File: src/rtl/regfile_wb_ctrl.sv
// Write-back controller: arbitrates the register-file write port between the execute result and load responses, and tracks pending loads.
// Optional macro REGFILE_WB_RR_ARB_EN selects round-robin conflict resolution instead of fixed load priority.
module regfile_wb_ctrl #(
    parameter int unsigned DATA_WIDTH    = 32,
    parameter int unsigned REG_ADDR_BITS = 5,
    parameter int unsigned REG_FILE_SIZE = 32
) (
    input  logic                     clk,
    input  logic                     rst_n,
    input  logic                     ex_valid,
    output logic                     ex_ready,
    input  logic [REG_ADDR_BITS-1:0] ex_rd,
    input  logic [DATA_WIDTH-1:0]    ex_data,
    input  logic                     ld_issue,
    input  logic [REG_ADDR_BITS-1:0] ld_issue_rd,
    input  logic                     ld_valid,
    output logic                     ld_ready,
    input  logic [REG_ADDR_BITS-1:0] ld_rd,
    input  logic [DATA_WIDTH-1:0]    ld_data,
    input  logic [REG_ADDR_BITS-1:0] rs1_addr,
    input  logic [REG_ADDR_BITS-1:0] rs2_addr,
    output logic                     rs_stall,
    output logic                     rf_we,
    output logic [REG_ADDR_BITS-1:0] rf_waddr,
    output logic [DATA_WIDTH-1:0]    rf_wdata,
    output logic                     sb_err
);

    logic [REG_FILE_SIZE-1:0] sb;
    logic [REG_FILE_SIZE-1:0] sb_next;
    logic                     err_next;
    logic                     ex_ok;
    logic                     conflict;
    logic                     ld_acc;
    logic                     ex_acc;

    // Execute is only eligible when its destination has no outstanding load (WAW ordering).
    assign ex_ok    = ex_valid & ~sb[ex_rd];
    assign conflict = ld_valid & ex_ok;

`ifdef REGFILE_WB_RR_ARB_EN
    logic rr_ld;

    always_ff @(posedge clk or negedge rst_n) begin
        if (!rst_n) begin
            rr_ld <= 1'b1;
        end else if (conflict) begin
            rr_ld <= ~rr_ld;
        end
    end

    assign ld_ready = ld_valid & (~conflict | rr_ld);
    assign ex_ready = ex_ok & (~ld_valid | ~rr_ld);
`else
    assign ld_ready = ld_valid;
    assign ex_ready = ex_ok & ~ld_valid;
`endif

    assign ld_acc = ld_valid & ld_ready;
    assign ex_acc = ex_valid & ex_ready;

    assign rs_stall = ((rs1_addr != '0) & sb[rs1_addr]) | ((rs2_addr != '0) & sb[rs2_addr]);

    // Response clears first so a same-cycle issue to the same register leaves it pending.
    always_comb begin
        sb_next  = sb;
        err_next = sb_err;
        if (ld_acc && (ld_rd != '0)) begin
            sb_next[ld_rd] = 1'b0;
        end
        if (ld_issue && (ld_issue_rd != '0)) begin
            if (sb_next[ld_issue_rd]) begin
                err_next = 1'b1;
            end
            sb_next[ld_issue_rd] = 1'b1;
        end
    end

    always_ff @(posedge clk or negedge rst_n) begin
        if (!rst_n) begin
            sb     <= '0;
            sb_err <= 1'b0;
        end else begin
            sb     <= sb_next;
            sb_err <= err_next;
        end
    end

    // Registered write port; writes to x0 are accepted but never reach the register file.
    always_ff @(posedge clk or negedge rst_n) begin
        if (!rst_n) begin
            rf_we    <= 1'b0;
            rf_waddr <= '0;
            rf_wdata <= '0;
        end else if (ld_acc) begin
            rf_we <= (ld_rd != '0);
            if (ld_rd != '0) begin
                rf_waddr <= ld_rd;
                rf_wdata <= ld_data;
            end
        end else if (ex_acc) begin
            rf_we <= (ex_rd != '0);
            if (ex_rd != '0) begin
                rf_waddr <= ex_rd;
                rf_wdata <= ex_data;
            end
        end else begin
            rf_we <= 1'b0;
        end
    end

endmodule
File: config.mk
export PLATFORM = sky130hd
export DESIGN_NAME = regfile_wb_ctrl
export DESIGN_NICKNAME = d
export VERILOG_FILES = /design/src/rtl/regfile_wb_ctrl.sv
export SDC_FILE = /design/constraint.sdc
export NUM_CORES = 1
export LEC_CHECK = 0
export BUFFER_PORTS_ARGS = -buffer_cell sky130_fd_sc_hd__buf_2
export CAP_MARGIN = 10
export CORE_MARGIN = 2
export CORE_UTILIZATION = 30
export CTS_BUF_LIST = sky130_fd_sc_hd__clkbuf_8
export DETAILED_ROUTE_END_ITERATION = 16
export SYNTH_ARGS = -nofsm -noshare
export SYNTH_HDL_FRONTEND = slang
export SYNTH_SLANG_ARGS = --single-unit
File: constraint.sdc
create_clock -name clk -period 4 [get_ports clk]
set_input_delay 1 -clock clk [delete_from_list [all_inputs] [get_ports clk]]
set_output_delay 1 -clock clk [all_outputs]
set_load 0.03 [all_outputs]
==> reports/metrics.cfg <==
[logic_synthesis]
synthFlopType = dfrtp_1
yosysSeqAreaShare_pct = 38.9
async_flop_share_pct = 100
synthCells = 373
synth_cell_types = 49
syn-num-nets = 467
ys_top_cells_by_area = dfrtp_1 (39%), mux4_2 (14%), mux2_2 (11%), o21ai_0 (6.7%), mux2_4 (6.2%)
synth_top_area_cell = dfrtp_1
synth.avg_cell_area_sq_um = 12.3
ys_ff_latch = 71
synth-edff-count = 0
syn_area_sq_um = 4570
ys_warn_count = 0
synth_top_area_share_pct = 38.9

[clock_network]
tritoncts = built
holdBufCountCts = 0
clock_latency_ns = 0.36
clk_pin_slew_ns = 0.08
postCtsSetupBuffers = 0
clockBufferDepth = 2
cts_htree_levels = 3
root_buffer = clkbuf_8
cts_buffers = 9
ctsResizeCount = 0
numClockSinks = 71

[route]
via_per_inst = 5.44
drt.antenna.violating_nets = 0
wl_per_cell_um = 18.9
drt_iter0_markers = 175
vias = 3737
first_pass_iters = 4
drcViolationCount = 0
drt-total-wl_um = 13000

[finish]
syn2layout_area_growth_pct = 22.1
fin_util_pct = 37.2
fin_cells = 687
nNetsFinal = 588
drive_above_1_share_pct = 49.9
nFillCells = 1449
antenna_cells = 0

[timing]
slew_viol_final = 0
layout_setup_ws_ns = 0.340
min_period_ns = 3.66
fin_worst_skew_ns = 0.0118
fmax_mhz = 273
hold_viol_final = 0
max-slew-margin-rel_pct = 52.7
worst_slew_pin_slew_ns = 0.707
setup_violations = 0
period_share_pct = 91.5
rsz0062_at_grt = no
fin_tns_setup_ns = 0

[floorplan]
fp.coreArea_sq_um = 15000
start_util_pct = 30.4
die-area_sq_um = 16200
row_count = 45
die_h_um = 127
ios = 136
die_x_um = 127

[worst_setup_path]
reg2regPathDepth = 6
timing.rr.start = sb[22]
required_ns = 3.00
setup.worst_path.end_class = output port
path_max_fanout = 8
worst_setup_path_start_kind = primary input
crit_end = rs_stall
regToRegSetupSlack_ns = 1.68
worst-setup-path-type = primary input to output port
r2r-end = rf_wdata[28]
critical_path.startpoint = rs1_addr[0]
critical_path_arrival_ns = 2.66

[power_and_ir_drop]
leakage_nw = 2.41
ir_drop_uv = 140
cellPowerDensity_nw_per_um2 = 412
power.total_mw = 2.30

[placed_design]
dp_hpwl_um = 9660
port_buffers = 135
place_ws_ns = 0.320
routabilityCongestion = 0.933
place_inst = 671

[global_route]
grt_remaining_overflow = 0
grt_pass1_vias = 3914
antenna_found_initial = 0
grt_max_degree = 45
grt_first_pass_wirelength_um = 20900
track_usage_pct = 16.3

[min_path]
min_path_type = register to register
hp-start = sb[0]

[flow_run]
maxCapViolations = 0

[status]
status = completed

## cell families (layout without fill, tap and decap cells)
| logic type | after synthesis | after routing | share of synthesized area, % |
|---|---|---|---|
| compound gates | 88 | 88 | 11.5 |
| xor+xnor | 2 | 2 | 0.383 |
| flops | 71 | 71 | 38.9 |
| buf+inv | 33 | 159 | 3.53 |
| mux | 124 | 124 | 38.5 |
| simple gates | 55 | 55 | 7.20 |
## report_power, final
group | leakage (nW) | switching (mW) | internal (mW)
sequential | 0.847 | 0.171 | 0.846
combinational | 1.47 | 0.375 | 0.369
clock | 0.0877 | 0.306 | 0.232
total | 2.41 | 0.853 | 1.45
## metrics by stage
step	cell area, sq um	hold WS [ns]
global placement	5400	0.445
CTS	5590	0.458
floorplan	4570	0.446
detailed placement	5400	0.438
finish	5590	0.480
global route	5590	0.476
## sequential cells by signal, summed over array words and instances, names as in the netlist
name / cells
sb_err: 1
rf_waddr: 5
rf_we: 1
sb: 32
rf_wdata: 32
## synthesized netlist by cell type, types with 4 or more instances
library cell and count:
mux2i_1 16, mux4_2 28, dfrtp_1 71, buf_6 4
clkbuf_1 19, o31ai_1 4, nand2b_1 6, nand2_1 9
nand3b_1 5, mux2_1 18, nor2_1 8, mux2_2 43
nand3_1 4, o21ai_0 61, nor3_1 4, mux2_4 19
## per-layer routing
metal / up-vias / routed length (um) / global-route usage [%]
met1: 1833 / 5500 / 21.4
met3: 27 / 899 / 3.64
met2: 181 / 6300 / 25.9
met5: - / 0 / 0
met4: 0 / 286 / 7.43
li1: 1696 / - / -
## worst min path at each step
stage	to	slack, ns	cells after the start
finish	sb[0]	0.48	0
global route	sb[0]	0.48	0
CTS	sb[0]	0.46	0
detailed placement	sb[0]	0.44	0
global placement	sb[0]	0.45	0
floorplan	sb[0]	0.45	1
## area by class of cell
type,count,area [sq um],share of cell area [%]
flip-flops and latches,71,1780,31.8
clock buffers,9,124,2.22
well taps,188,235,4.21
clock inverters,7,57.6,1.03
repair buffers,139,731,13.1
multi-input cells,269,2650,47.4
inverters,4,15.0,0.269
## placed cells by master, fill, tap and decap left out, types with 2 or more instances in the layout
cell / instances
a21oi_1: 3
buf_12: 2
buf_2: 135
buf_4: 2
clkbuf_8: 9
clkinv_4: 2
clkinvlp_4: 2
dfrtp_1: 71
inv_1: 3
mux2_1: 18
mux2_2: 43
mux2_4: 19
mux2i_1: 16
mux4_2: 28
nand2_1: 9
nand2b_1: 6
nand3_1: 4
nand3b_1: 5
nand4b_1: 3
nand4bb_1: 2
nor2_1: 8
nor3_1: 4
nor4_1: 3
o211a_1: 2
o21ai_0: 61
o21ai_1: 3
o22ai_1: 2
o311a_1: 2
o311ai_0: 2
o31ai_1: 4
or3_1: 3
xor2_1: 2
## critical path, cell delays in order
cell and delay (ns):
buf_2 0.24, mux4_2 0.53, mux4_2 0.48, mux2i_1 0.15, o21ai_1 0.07, buf_2 0.18
No activity file was read; power rests on OpenSTA's default activity.
